<file path="src/rtl/ram_arb_pkg.sv">
// Shared types and defaults for the two-port RAM access arbiter.
// Optional feature macro: RAM_ARB_ROUND_ROBIN_EN (round-robin instead of fixed priority).
package ram_arb_pkg;

    localparam int DEFAULT_ADDR_W = 16;
    localparam int DEFAULT_DATA_W = 32;
    localparam int NUM_PORTS      = 2;

    typedef enum logic [1:0] {
        IDLE   = 2'd0,
        ACCESS = 2'd1,
        DONE   = 2'd2
    } arb_state_t;

endpackage

</file>
<file path="src/rtl/ram_arb_pick.sv">
// Combinational winner select between the fetch port (0) and load/store port (1).
// With RAM_ARB_ROUND_ROBIN_EN defined, a tie goes to the port not granted last;
// otherwise port 0 always wins a tie.
module ram_arb_pick
    import ram_arb_pkg::*;
(
    input  logic [NUM_PORTS-1:0] req,
`ifdef RAM_ARB_ROUND_ROBIN_EN
    input  logic                 last_port,
`endif
    output logic                 grant_valid,
    output logic                 grant_port
);

    // Pick the winning port from the current requests
    always_comb begin
        grant_valid = |req;
        grant_port  = 1'b0;
`ifdef RAM_ARB_ROUND_ROBIN_EN
        if (req[0] && req[1]) begin
            grant_port = ~last_port;
        end else begin
            grant_port = req[1];
        end
`else
        grant_port = req[1] && !req[0];
`endif
    end

endmodule

</file>
<file path="src/rtl/ram_arbiter.sv">
// Two-requester access controller for a single-port asynchronous RAM.
// Each access runs IDLE (sample/grant) -> ACCESS (RAM phase) -> DONE (ack pulse).
// Optional feature macro: RAM_ARB_ROUND_ROBIN_EN selects round-robin arbitration;
// without it port 0 has fixed priority and no pointer register is built.
module ram_arbiter
    import ram_arb_pkg::*;
#(
    parameter int ADDR_W = DEFAULT_ADDR_W,
    parameter int DATA_W = DEFAULT_DATA_W
) (
    input  logic                 clk,
    input  logic                 rst_n,
    input  logic [NUM_PORTS-1:0] req,
    input  logic [NUM_PORTS-1:0] we,
    input  logic [ADDR_W-1:0]    addr0,
    input  logic [ADDR_W-1:0]    addr1,
    input  logic [DATA_W-1:0]    wdata0,
    input  logic [DATA_W-1:0]    wdata1,
    output logic [NUM_PORTS-1:0] ack,
    output logic [DATA_W-1:0]    rdata,
    output logic                 ram_rw,
    output logic [ADDR_W-1:0]    ram_addr,
    output logic [DATA_W-1:0]    ram_wdata,
    input  logic [DATA_W-1:0]    ram_rdata
);

    arb_state_t state;
    arb_state_t state_next;
    logic       cur_we;
    logic       cur_port;
    logic       grant_valid;
    logic       grant_port;

`ifdef RAM_ARB_ROUND_ROBIN_EN
    logic       last_port;
`endif

    ram_arb_pick u_pick (
        .req         (req),
`ifdef RAM_ARB_ROUND_ROBIN_EN
        .last_port   (last_port),
`endif
        .grant_valid (grant_valid),
        .grant_port  (grant_port)
    );

    // State register; reset drops straight back to IDLE, aborting any access
    always_ff @(posedge clk or negedge rst_n) begin
        if (!rst_n) begin
            state <= IDLE;
        end else begin
            state <= state_next;
        end
    end

    // Next-state logic: requests are only looked at in IDLE
    always_comb begin
        state_next = state;
        case (state)
            IDLE:    if (grant_valid) state_next = ACCESS;
            ACCESS:  state_next = DONE;
            DONE:    state_next = IDLE;
            default: state_next = IDLE;
        endcase
    end

    // Datapath registers: latch the winner's payload in IDLE, drive the RAM
    // write strobe only during ACCESS, capture read data and pulse ack into DONE
    always_ff @(posedge clk or negedge rst_n) begin
        if (!rst_n) begin
            ram_rw    <= 1'b0;
            ack       <= '0;
            ram_addr  <= '0;
            ram_wdata <= '0;
            rdata     <= '0;
            cur_we    <= 1'b0;
            cur_port  <= 1'b0;
        end else begin
            ram_rw <= 1'b0;
            ack    <= '0;
            case (state)
                IDLE: begin
                    if (grant_valid) begin
                        ram_addr  <= grant_port ? addr1  : addr0;
                        ram_wdata <= grant_port ? wdata1 : wdata0;
                        cur_we    <= we[grant_port];
                        cur_port  <= grant_port;
                        ram_rw    <= we[grant_port];
                    end
                end
                ACCESS: begin
                    if (!cur_we) begin
                        rdata <= ram_rdata;
                    end
                    ack[cur_port] <= 1'b1;
                end
                default: begin
                end
            endcase
        end
    end

`ifdef RAM_ARB_ROUND_ROBIN_EN
    // Remember the last granted port; reset value makes port 0 win the first tie
    always_ff @(posedge clk or negedge rst_n) begin
        if (!rst_n) begin
            last_port <= 1'b1;
        end else if (state == IDLE && grant_valid) begin
            last_port <= grant_port;
        end
    end
`endif

endmodule

</file>
<file path="config.mk">
export PLATFORM = sky130hd
export DESIGN_NAME = ram_arbiter
export DESIGN_NICKNAME = d
export VERILOG_FILES = /design/src/rtl/ram_arb_pkg.sv /design/src/rtl/ram_arb_pick.sv /design/src/rtl/ram_arbiter.sv
export SDC_FILE = /design/constraint.sdc
export NUM_CORES = 1
export LEC_CHECK = 0
export CAP_MARGIN = 20
export CORE_ASPECT_RATIO = 0.5
export CORE_MARGIN = 3
export CORE_UTILIZATION = 39
export DETAILED_ROUTE_END_ITERATION = 7
export GPL_TIMING_DRIVEN = 0
export HOLD_SLACK_MARGIN = 0.08
export PLACE_DENSITY = 0.89
export SYNTH_ARGS = -nofsm -noshare
export SYNTH_HDL_FRONTEND = slang
export SYNTH_SLANG_ARGS = --single-unit
export TNS_END_PERCENT = 30
</file>
<file path="constraint.sdc">
create_clock -name clk -period 2.09 [get_ports clk]
set_input_delay 0.5225 -clock clk [delete_from_list [all_inputs] [get_ports clk]]
set_output_delay 0.5225 -clock clk [all_outputs]
set_load 0.02 [all_outputs]
</file>
# Yosys cells after proc, flatten, opt, wreduce, memory -nomap -nowiden
# Cells that the tools add are included.
[classes]
addsub = 0
mul = 0
n_div = 0
order_cmp = 3
n_eq_ne = 2
shift = 0
n_mux = 11
bitwise_logic = 1
n_reduce_logical = 7
[op_table]
columns = ["cell", "count"]
rows = [
  ["$mux 32", 1],
  ["$mux 16", 1],
  ["$mux 1", 5],
  ["$lt 1x2->1 const B", 2],
  ["$mux 2", 2],
  ["$pmux 2 s2", 1],
  ["$reduce_and 2->1", 2],
  ["$eq 2x1->1 const B", 1],
  ["$logic_and 1x1->1", 2],
  ["$logic_not 2->1", 1],
  ["$ne 2x2->1 const B", 1],
  ["$reduce_or 2->1", 1],
  ["$demux 1 s1", 1],
  ["$ge 1x1->1 const B", 1],
  ["$logic_not 1->1", 1],
  ["$not 1->1", 1],
]
[word_totals]
reg_bits = 87
latchBits = 0
mem_bits_rw = 0
romBits = 0
out_inout_bits = 83
memories = 0

# Longest topological paths before layout
# Gate-level depths: netlist (run 1).
[logic_depth]
depth_word = 6
mapped_depth = 5
mapped_depth_nobuf = 3

# Cells and area by module
# A second synthesis (run 1) with hierarchy kept.
[hier_totals]
cells_unflattened = 241
area_unflattened_um2 = 3841.2
[modules_own_cells]
columns = ["module", "instances", "cells_per_inst", "area_per_inst_um2"]
rows = [
  ["ram_arbiter", 1, 239, 3828.7],
  ["ram_arb_pick", 1, 2, 12.5],
]

# Worst setup path before layout (run 1)
# No wires, ideal clock.
[synth_timing]
kind = "in2reg"
start = "input req[0]"
end = "register ram_addr[10]"
setup_ns = 0.125
arrival_ns = 1.469
required_time_ns = 1.965
setup_slack_ns = 0.496
stages = 5
cell_sequence = "nand2b_4 buf_6 buf_6 mux2_4 mux2_4"
[synth_via]
elab_chain_cells = 3
elab_cells_between_ends = 5
cone_classes = "1 x mux; 4 x reduce/logical"
[synth_lines]
columns = ["item", "line_no", "text"]
rows = [
  ["from (decl)", "ram_arbiter.sv:13", "input logic [NUM_PORTS-1:0] req,"],
  ["$logic_not 1->1", "ram_arb_pick.sv:26", "grant_port = req[1] && !req[0];"],
  ["$logic_and 1x1->1", "ram_arb_pick.sv:26", ""],
  ["$mux 16", "ram_arbiter.sv:84", "ram_addr <= grant_port ? addr1 : addr0;"],
  ["to (signal assigned)", "ram_arbiter.sv:84", ""],
  ["to (decl)", "ram_arbiter.sv:22", "output logic [ADDR_W-1:0] ram_addr,"],
]
# Several ways; a longest one is shown, not always the timed one.
# A chain may end at the register's enable or synchronous reset.

# Final worst setup path (run 1)
[layout_timing]
start = "input req[0]"
end = "register ram_addr[5]"
# The elaborated chain is that of the path after synthesis.

==> results.json, run 1 <==
{
  "gp_congestion": 0.768,
  "arrival_ns": 2.22,
  "cap_violations": 0,
  "grt_pass1_wl_mm": 17.3,
  "fmax_ghz": 0.499,
  "syn_area_mm2": 0.00396,
  "worstMarginPinSlew_ns": 0.581,
  "power_density_mw_per_mm2": 1440,
  "end_kind": "flop",
  "antenna_found_initial": 0,
  "synthDistinctLibCells": 18,
  "cts-root-buf": "clkbuf_16",
  "setup_viol": 0,
  "required_ns": 2.30,
  "drtAntennaViolNets": 0,
  "syn_inst": 244,
  "ys_top_cells_by_area": "dfrtp_1, mux2_2, mux2_4",
  "ys_ff_latch": 87,
  "synth-seq-area-share_pct": 55.0,
  "post_cts_buffers": 0,
  "cts.sinks": 87,
  "nets": 606,
  "post_dp_cell_area_mm2": 0.00630,
  "path_max_fanout": 10,
  "avgSynthCellArea_um2": 16.2,
  "start_util_pct": 40.9,
  "power.leakage_nw": 2.80,
  "cts-htree-levels": 3,
  "rsz0062_at_grt": "no",
  "drive_above_1_share_pct": 32.9,
  "hp-class": "in -> async",
  "clk_pin_slew_worst_paths_ns": 0.06,
  "slowest_delay_ns": 0.55,
  "fin_worst_skew_ns": 0.00587,
  "timing_worst_setup_path_type": "in -> reg",
  "fp.dieH_um": 77.2,
  "cp-start-kind": "input port",
  "cts_made_buffers": 9,
  "finalCritPeriodShare_pct": 95.8,
  "place_hpwl_mm": 8.72,
  "drtPass1Iterations": 4,
  "hold_viol_final": 0,
  "crit_path_cell_trace": "clkdlybuf4s50_1 -> nand2b_4 -> buf_6 -> buf_6 -> mux2_4 -> mux2_4",
  "grt_overflow": 0,
  "yosysTopAreaCellShare_pct": 55.0,
  "cp_slowest_cell": "clkdlybuf4s50_1",
  "routed_wirelength_mm": 11.0,
  "port_buffers": 216,
  "chipWidth_um": 148,
  "fillers": 679,
  "num_antenna_cells": 0,
  "status": "completed",
  "vias": 2890,
  "drt_iter0_drc": 101,
  "synth_top_cell_by_area": "dfrtp_1",
  "slew_viol_final": 0,
  "finalInstanceArea_mm2": 0.00661,
  "grt_pass1_vias": 3203,
  "fp.dieArea_mm2": 0.0115,
  "syn_nets": 378,
  "row_count": 25,
  "track_usage_pct": 19.7,
  "relSlewSlack_pct": 61.3,
  "cts_hold_buf": 0,
  "tritoncts": "built",
  "vdd_drop_max_v": 0.000571,
  "drt-wirelength-per-cell_um": 18.0,
  "min_period_ns": 2.00,
  "cts.path.max_buffers": 2,
  "avgViaCountPerCell": 4.72,
  "grt_start_max_net_pins": 45,
  "drcViolationCount": 0,
  "setup_slack_ns": 0.0868,
  "yosysWarnings": 0,
  "pre_cts_ws_ns": -0.267,
  "ios": 217,
  "clk_latency_ns": 0.33,
  "coreArea_mm2": 0.00967,
  "area_growth_pct": 67.0
}
## power breakdown
group	total (mW)	switching, mW	internal, mW	leakage (nW)
clock network	1.57	0.647	0.927	0.136
registers	3.02	0.464	2.55	1.03
logic	4.93	2.17	2.76	1.64
total	9.53	3.28	6.24	2.80
## flip-flops by register name, indices dropped and copies added (netlist names)
register,cells
ack,2
cur_port,1
cur_we,1
ram_addr,16
ram_rw,1
ram_wdata,32
rdata,32
state,2
## critical path, delay by kind of cell
kind	cells	cell delay [ns]
mux	2	0.57
simple gates	1	0.19
buf+inv	3	0.92
## stage by stage
step / hold slack, ns / utilization, % / TNS, ns / power, mW / std cells
after floorplan: 0.227 / - / 0 / 5.62 / 244
after global placement: 0.435 / 65.0 / -238.41 / 7.84 / 595
after detailed placement: 0.433 / 65.2 / -10.90 / 7.99 / 596
after CTS: 0.205 / 68.2 / 0 / 9.62 / 612
after global routing: 0.214 / 68.3 / 0 / 9.99 / 612
final: 0.185 / 68.3 / 0 / 9.53 / 612
## Yosys cell counts (all sizes together)
cell	n
and2	1
a21oi	2
inv	2
buf	13
o21bai	1
nor2b	1
nand2b	2
nor4b	1
dfrtp	87
nor2	4
nor3	1
mux2	128
nor3b	1
## worst paths after layout
kind | to | depth (start not counted) | startpoint | slack [ns]
setup / recovery | ram_addr[5] | 6 | req[0] | 0.09
hold / removal | rdata[4] | 1 | rst_n | 0.18
setup reg to reg | rdata[22] | 4 | state[1] | 0.33
hold reg to reg | ack[0] | 1 | cur_port | 0.45
max in group asynchronous | ram_wdata[2] | 2 | rst_n | 1.27
min in group clk | ack[0] | 1 | cur_port | 0.45
## cell type report
| type | instances | area (um^2) | share of cell area [%] |
|---|---|---|---|
| repair buffers | 217 | 2180 | 33.0 |
| flip-flops and latches | 87 | 2180 | 33.0 |
| multi-input cells | 142 | 1690 | 25.6 |
| clock buffers | 11 | 233 | 3.52 |
| well taps | 135 | 169 | 2.56 |
| plain buffers | 13 | 91.3 | 1.38 |
| clock inverters | 5 | 58.8 | 0.890 |
| inverters | 2 | 7.51 | 0.114 |
## timing repair
action                                  CTS  global route
resized for setup                         0             2
hold endpoints to repair                  0             0
endpoints found under the setup margin    0            15
## kinds of logic after synthesis
kind of cell	after synthesis	synth area share [%]
flops	87	55.0
buf+inv	15	2.44
mux	128	40.2
compound gates	3	0.443
simple gates	11	1.87
## cells in the final DEF (no fill, tap or decap)
cell type	n
nor3b_1	1
clkinv_2	1
nor2_1	4
mux2_4	40
clkdlybuf4s50_1	215
clkinv_4	1
clkbuf_16	9
buf_4	3
mux2_2	86
buf_2	7
o21bai_1	1
clkbuf_1	2
clkbuf_4	1
bufinv_16	1
buf_12	1
nor3_4	1
clkinvlp_4	2
buf_6	3
inv_1	2
dfrtp_1	87
a21oi_1	2
nand2b_1	1
nor2b_1	1
nand2b_4	1
nor4b_1	1
mux2_1	2
and2_1	1
## layer usage
metal  vias to the layer above  track usage (%)  wire length, um
met3                        26             4.78              308
met4                         0             8.02              369
met2                        64             38.0             6410
li1                       1334                -                -
met1                      1466             20.5             3940
met5                         -                0                0
Note: power is estimated with default switching activity, not from simulation.
==> run 2: changes to the inputs <==
Settings changed: GPL_ROUTABILITY_DRIVEN set to 0, RECOVER_POWER set to 100.
==> run 2 against run 1 <==
Flip-flop and latch count is the same. Critical path depth is the same. Combinational power shrank 6.5%. Largest cell class unchanged. Die area is the same.
==> results.json, run 2 (synthesized netlist as in run 1, its figures left out) <==
{
  "cp-start-kind": "input port",
  "power.leakage_nw": 2.80,
  "crit_start": "req[0]",
  "final_cells": 612,
  "drcViolationCount": 0,
  "fillers": 684,
  "required_ns": 2.31,
  "cts.sinks": 87,
  "cts_resized": 0,
  "tritoncts": "built",
  "post_cts_buffers": 0,
  "fp.dieArea_mm2": 0.0115,
  "critPathTopFamily": "buffers and inverters",
  "pre_cts_ws_ns": -0.267,
  "num_antenna_cells": 0,
  "fp.dieH_um": 77.2,
  "rsz0062_at_grt": "no",
  "arrival_ns": 2.24,
  "finalCritPeriodShare_pct": 96.5,
  "timing_worst_setup_path_type": "in -> reg",
  "cts-root-buf": "clkbuf_16",
  "nets": 606,
  "drt_iter0_drc": 80,
  "cp_slowest_cell": "clkdlybuf4s50_1",
  "cts_hold_buf": 0,
  "grt_pass1_vias": 3203,
  "fmax_ghz": 0.496,
  "hold_viol_final": 0,
  "layout_common_cells": "clkdlybuf4s50_1, dfrtp_1, mux2_2",
  "start_util_pct": 40.9,
  "fin_worst_skew_ns": 0.00575,
  "crit_path_cell_trace": "clkdlybuf4s50_1 -> nand2b_4 -> buf_6 -> buf_6 -> mux2_1 -> mux2_4",
  "r2r-start": "state[1]",
  "slew_viol_final": 0,
  "track_usage_pct": 19.7,
  "finalSetupTns_ns": 0,
  "grt_overflow": 0,
  "cp_common_cell": "buf_6",
  "clk_pin_slew_worst_paths_ns": 0.06,
  "largest_registers": "ram_wdata (32), rdata (32), ram_addr (16)",
  "path_max_fanout": 10,
  "antenna_found_initial": 0,
  "drtAntennaViolNets": 0,
  "worst-path-buf-inv": 3,
  "cap_violations": 0,
  "power_density_mw_per_mm2": 1400,
  "min_period_ns": 2.02,
  "place_hpwl_mm": 8.72,
  "setup_slack_ns": 0.0730,
  "placed_cells": 596,
  "routed_wirelength_mm": 11.0,
  "drtPass1Iterations": 4,
  "slowest_delay_ns": 0.55,
  "register_area_mm2": 0.00218,
  "chipWidth_um": 148,
  "grt_start_max_net_pins": 45,
  "multi_input_area_mm2": 0.00166,
  "coreArea_mm2": 0.00967,
  "setup_viol": 0,
  "status": "completed",
  "hp-class": "in -> async",
  "vias": 2890,
  "cts_made_buffers": 9,
  "cts-htree-levels": 3,
  "port_buffers": 216,
  "ios": 217,
  "layout_commonest_cell": "clkdlybuf4s50_1",
  "row_count": 25,
  "drt-wirelength-per-cell_um": 18.0,
  "relSlewSlack_pct": 26.9,
  "cts.path.max_buffers": 2,
  "vdd_drop_max_v": 0.000566,
  "clk_latency_ns": 0.33,
  "drive_above_1_share_pct": 31.2,
  "end_kind": "flop",
  "worstMarginPinSlew_ns": 1.10,
  "avgViaCountPerCell": 4.72,
  "area_growth_pct": 65.8,
  "grt_pass1_wl_mm": 17.3
}
## run 2: per-stage QoR
step | hold slack, ns | instance area (um^2) | util (%) | total power, mW
detailed placement | 0.433 | 6300 | 65.2 | 7.99
floorplan | 0.227 | 3960 | - | 5.62
finish | 0.383 | 6560 | 67.9 | 9.16
global route | 0.463 | 6560 | 67.9 | 9.63
global placement | 0.435 | 6290 | 65.0 | 7.84
CTS | 0.205 | 6600 | 68.2 | 9.62
## run 2: layer usage
metal,global-route usage [%],part of all wire [%],vias to the layer above
li1,-,-,1337
met1,20.5,36,1462
met2,38.0,58,67
met3,4.78,2.9,24
met4,8.02,3.1,0
met5,0,0,-
## run 2: cell type report
| cell class | instances | share of cell area (%) |
|---|---|---|
| clock buffers | 11 | 3.55 |
| clock inverters | 5 | 0.896 |
| flip-flops and latches | 87 | 33.2 |
| repair buffers | 217 | 33.0 |
| plain buffers | 13 | 1.35 |
| inverters | 2 | 0.114 |
| multi-input cells | 142 | 25.3 |
| well taps | 135 | 2.57 |
## run 2: path summary, 6_finish.rpt
| check | to | slack, ns | depth (start not counted) |
|---|---|---|---|
| worst max register to register | rdata[22] | 0.30 | 4 |
| max in group asynchronous | ram_wdata[3] | 0.44 | 2 |
| worst min-delay path | rdata[4] | 0.38 | 1 |
| worst min register to register | ack[0] | 0.45 | 1 |
| min in group clk | ack[0] | 0.45 | 1 |
| worst max-delay path | ram_addr[0] | 0.07 | 6 |
## run 2: report_power, final
part	switching, mW	leakage [nW]	internal (mW)
clock	0.651	0.136	0.927
sequential	0.423	1.03	2.55
combinational	2.17	1.63	2.44
==> run 3: changes to the inputs <==
Settings changed: PLACE_DENSITY 0.89 to 0.81.
Clock period 2.09 ns to 1.9 ns, I/O delays scaled along.
==> run 3 against run 2 <==
Power increased by 17%. Clock power increased by 20%. Non-clock buffer count increased by 2. Critical path depth unchanged. Setup slack got worse by 0.052 ns. Largest power group unchanged. Core utilization increased by 1.3 points. Sequential power increased by 11%. Final cell count increased by 0.33%. Sequential share of layout area decreased by 0.62 points. Die area unchanged. Combinational power increased by 19%. Global-route usage decreased by 1.0 points.
==> results.json, run 3 (synthesized netlist as in run 1, its figures left out) <==
{
  "required_ns": 2.11,
  "place_hpwl_mm": 8.38,
  "end_kind": "flop",
  "relSlewSlack_pct": 59.4,
  "worstMarginPinSlew_ns": 0.608,
  "largest_registers": "ram_wdata (32), rdata (32), ram_addr (16)",
  "setup_viol": 0,
  "drt-wirelength-per-cell_um": 17.4,
  "drtPass1Iterations": 4,
  "chipWidth_um": 148,
  "num_antenna_cells": 0,
  "fp.dieH_um": 77.2,
  "cts-root-buf": "clkbuf_16",
  "status": "completed",
  "tritoncts": "built",
  "layout_common_cells": "clkdlybuf4s50_1, dfrtp_1, mux2_2",
  "arrival_ns": 2.09,
  "power.leakage_nw": 2.85,
  "finalCritPeriodShare_pct": 98.9,
  "hold_viol_final": 0,
  "grt_pass1_wl_mm": 16.5,
  "placed_cells": 596,
  "fmax_ghz": 0.532,
  "nets": 608,
  "min_period_ns": 1.88,
  "coreArea_mm2": 0.00967,
  "drive_above_1_share_pct": 33.2,
  "fp.dieArea_mm2": 0.0115,
  "slew_viol_final": 0,
  "avgViaCountPerCell": 4.63,
  "start_util_pct": 40.9,
  "post_dp_cell_area_mm2": 0.00631,
  "antenna_found_initial": 0,
  "track_usage_pct": 18.7,
  "grt_start_max_net_pins": 67,
  "finalInstanceArea_mm2": 0.00669,
  "timing_worst_setup_path_type": "in -> reg",
  "grt_overflow": 0,
  "fin_worst_skew_ns": 0.00476,
  "path_max_fanout": 10,
  "cp-start-kind": "input port",
  "final_cells": 614,
  "hp-class": "reg -> reg",
  "area_growth_pct": 69.0,
  "port_buffers": 216,
  "cts.path.max_buffers": 2,
  "rsz0062_at_grt": "yes",
  "cts_made_buffers": 9,
  "layout_commonest_cell": "clkdlybuf4s50_1",
  "power_density_mw_per_mm2": 1600,
  "grt_pass1_vias": 3052,
  "clk_latency_ns": 0.33,
  "vdd_drop_max_v": 0.000681,
  "vias": 2840,
  "cts.sinks": 87,
  "routed_wirelength_mm": 10.7,
  "drt_iter0_drc": 110,
  "ios": 217,
  "cts-htree-levels": 3,
  "clk_pin_slew_worst_paths_ns": 0.06,
  "drcViolationCount": 0,
  "row_count": 25,
  "drtAntennaViolNets": 0,
  "finalSetupTns_ns": 0,
  "cap_violations": 0,
  "utilization_pct": 69.2
}
-- run 3: changes by cell type in the layout (fill, tap and decap cells not counted), sizes merged --
cell and change:
bufinv +1, clkbuf -5, clkinv -1, dlygate4sd3 -82, buf +8, clkinvlp -2
clkdlybuf4s50 +83
-- run 3: critical path, stage by stage --
cell	delay, ns
clkdlybuf4s50_1	0.59
nor2_1	0.14
nor3_4	0.17
buf_4	0.17
buf_4	0.20
mux2_2	0.35
-- run 3: repair_timing --
item / 4_1_cts / 5_1_grt
resized for setup: 2 / 14
hold buffers: 1 / 0
cloned: 0 / 0
buffers inserted: 0 / 1
endpoints found under the hold margin: 21 / 0
pin swaps: 0 / 1
endpoints found under the setup margin: 40 / 71
-- run 3: routing by layer --
metal	routed length, um	vias to the layer above	track usage (%)	share of wire, %
met1	3980	1430	21.1	37
met4	201	0	6.36	1.9
met3	389	19	4.01	3.6
li1	-	1327	-	-
met2	6140	64	35.1	57
met5	0	-	0	0
-- run 3: area by class of cell --
type                            instances  area, um^2
Tap cell                              135         169
Sequential cell                        87        2180
Multi-Input combinational cell        142        1690
Buffer                                 13         130
Inverter                                2        7.51
Clock inverter                          3        65.1
Timing Repair Buffer                  219        2190
Fill cell                             661        2980
Clock buffer                           13         260
-- run 3: path summary, 6_finish.rpt --
check,start,to,slack (ns),cells past startpoint
min reg2reg,cur_port,ack[0],0.49,1
max in group asynchronous,rst_n,ram_addr[12],0.23,3
min in group asynchronous,rst_n,rdata[11],0.69,2
max reg2reg,state[1],rdata[20],0.22,4
max,req[1],ram_wdata[18],0.02,6
min,cur_port,ack[0],0.49,1
-- run 3: report_power, final --
part	internal, mW	switching, mW
registers	2.81	0.492
logic	3.08	2.41
clock network	1.22	0.674
-- run 3: metrics by stage --
| stage | setup WS (ns) | hold slack (ns) | power (mW) |
|---|---|---|---|
| floorplan | 0.354 | 0.179 | 6.18 |
| global placement | -2.82 | 0.429 | 8.65 |
| detailed placement | -0.455 | 0.394 | 8.78 |
| CTS | -0.00853 | 0.457 | 10.8 |
| global route | -0.0138 | 0.493 | 11.2 |
| finish | 0.0212 | 0.489 | 10.7 |
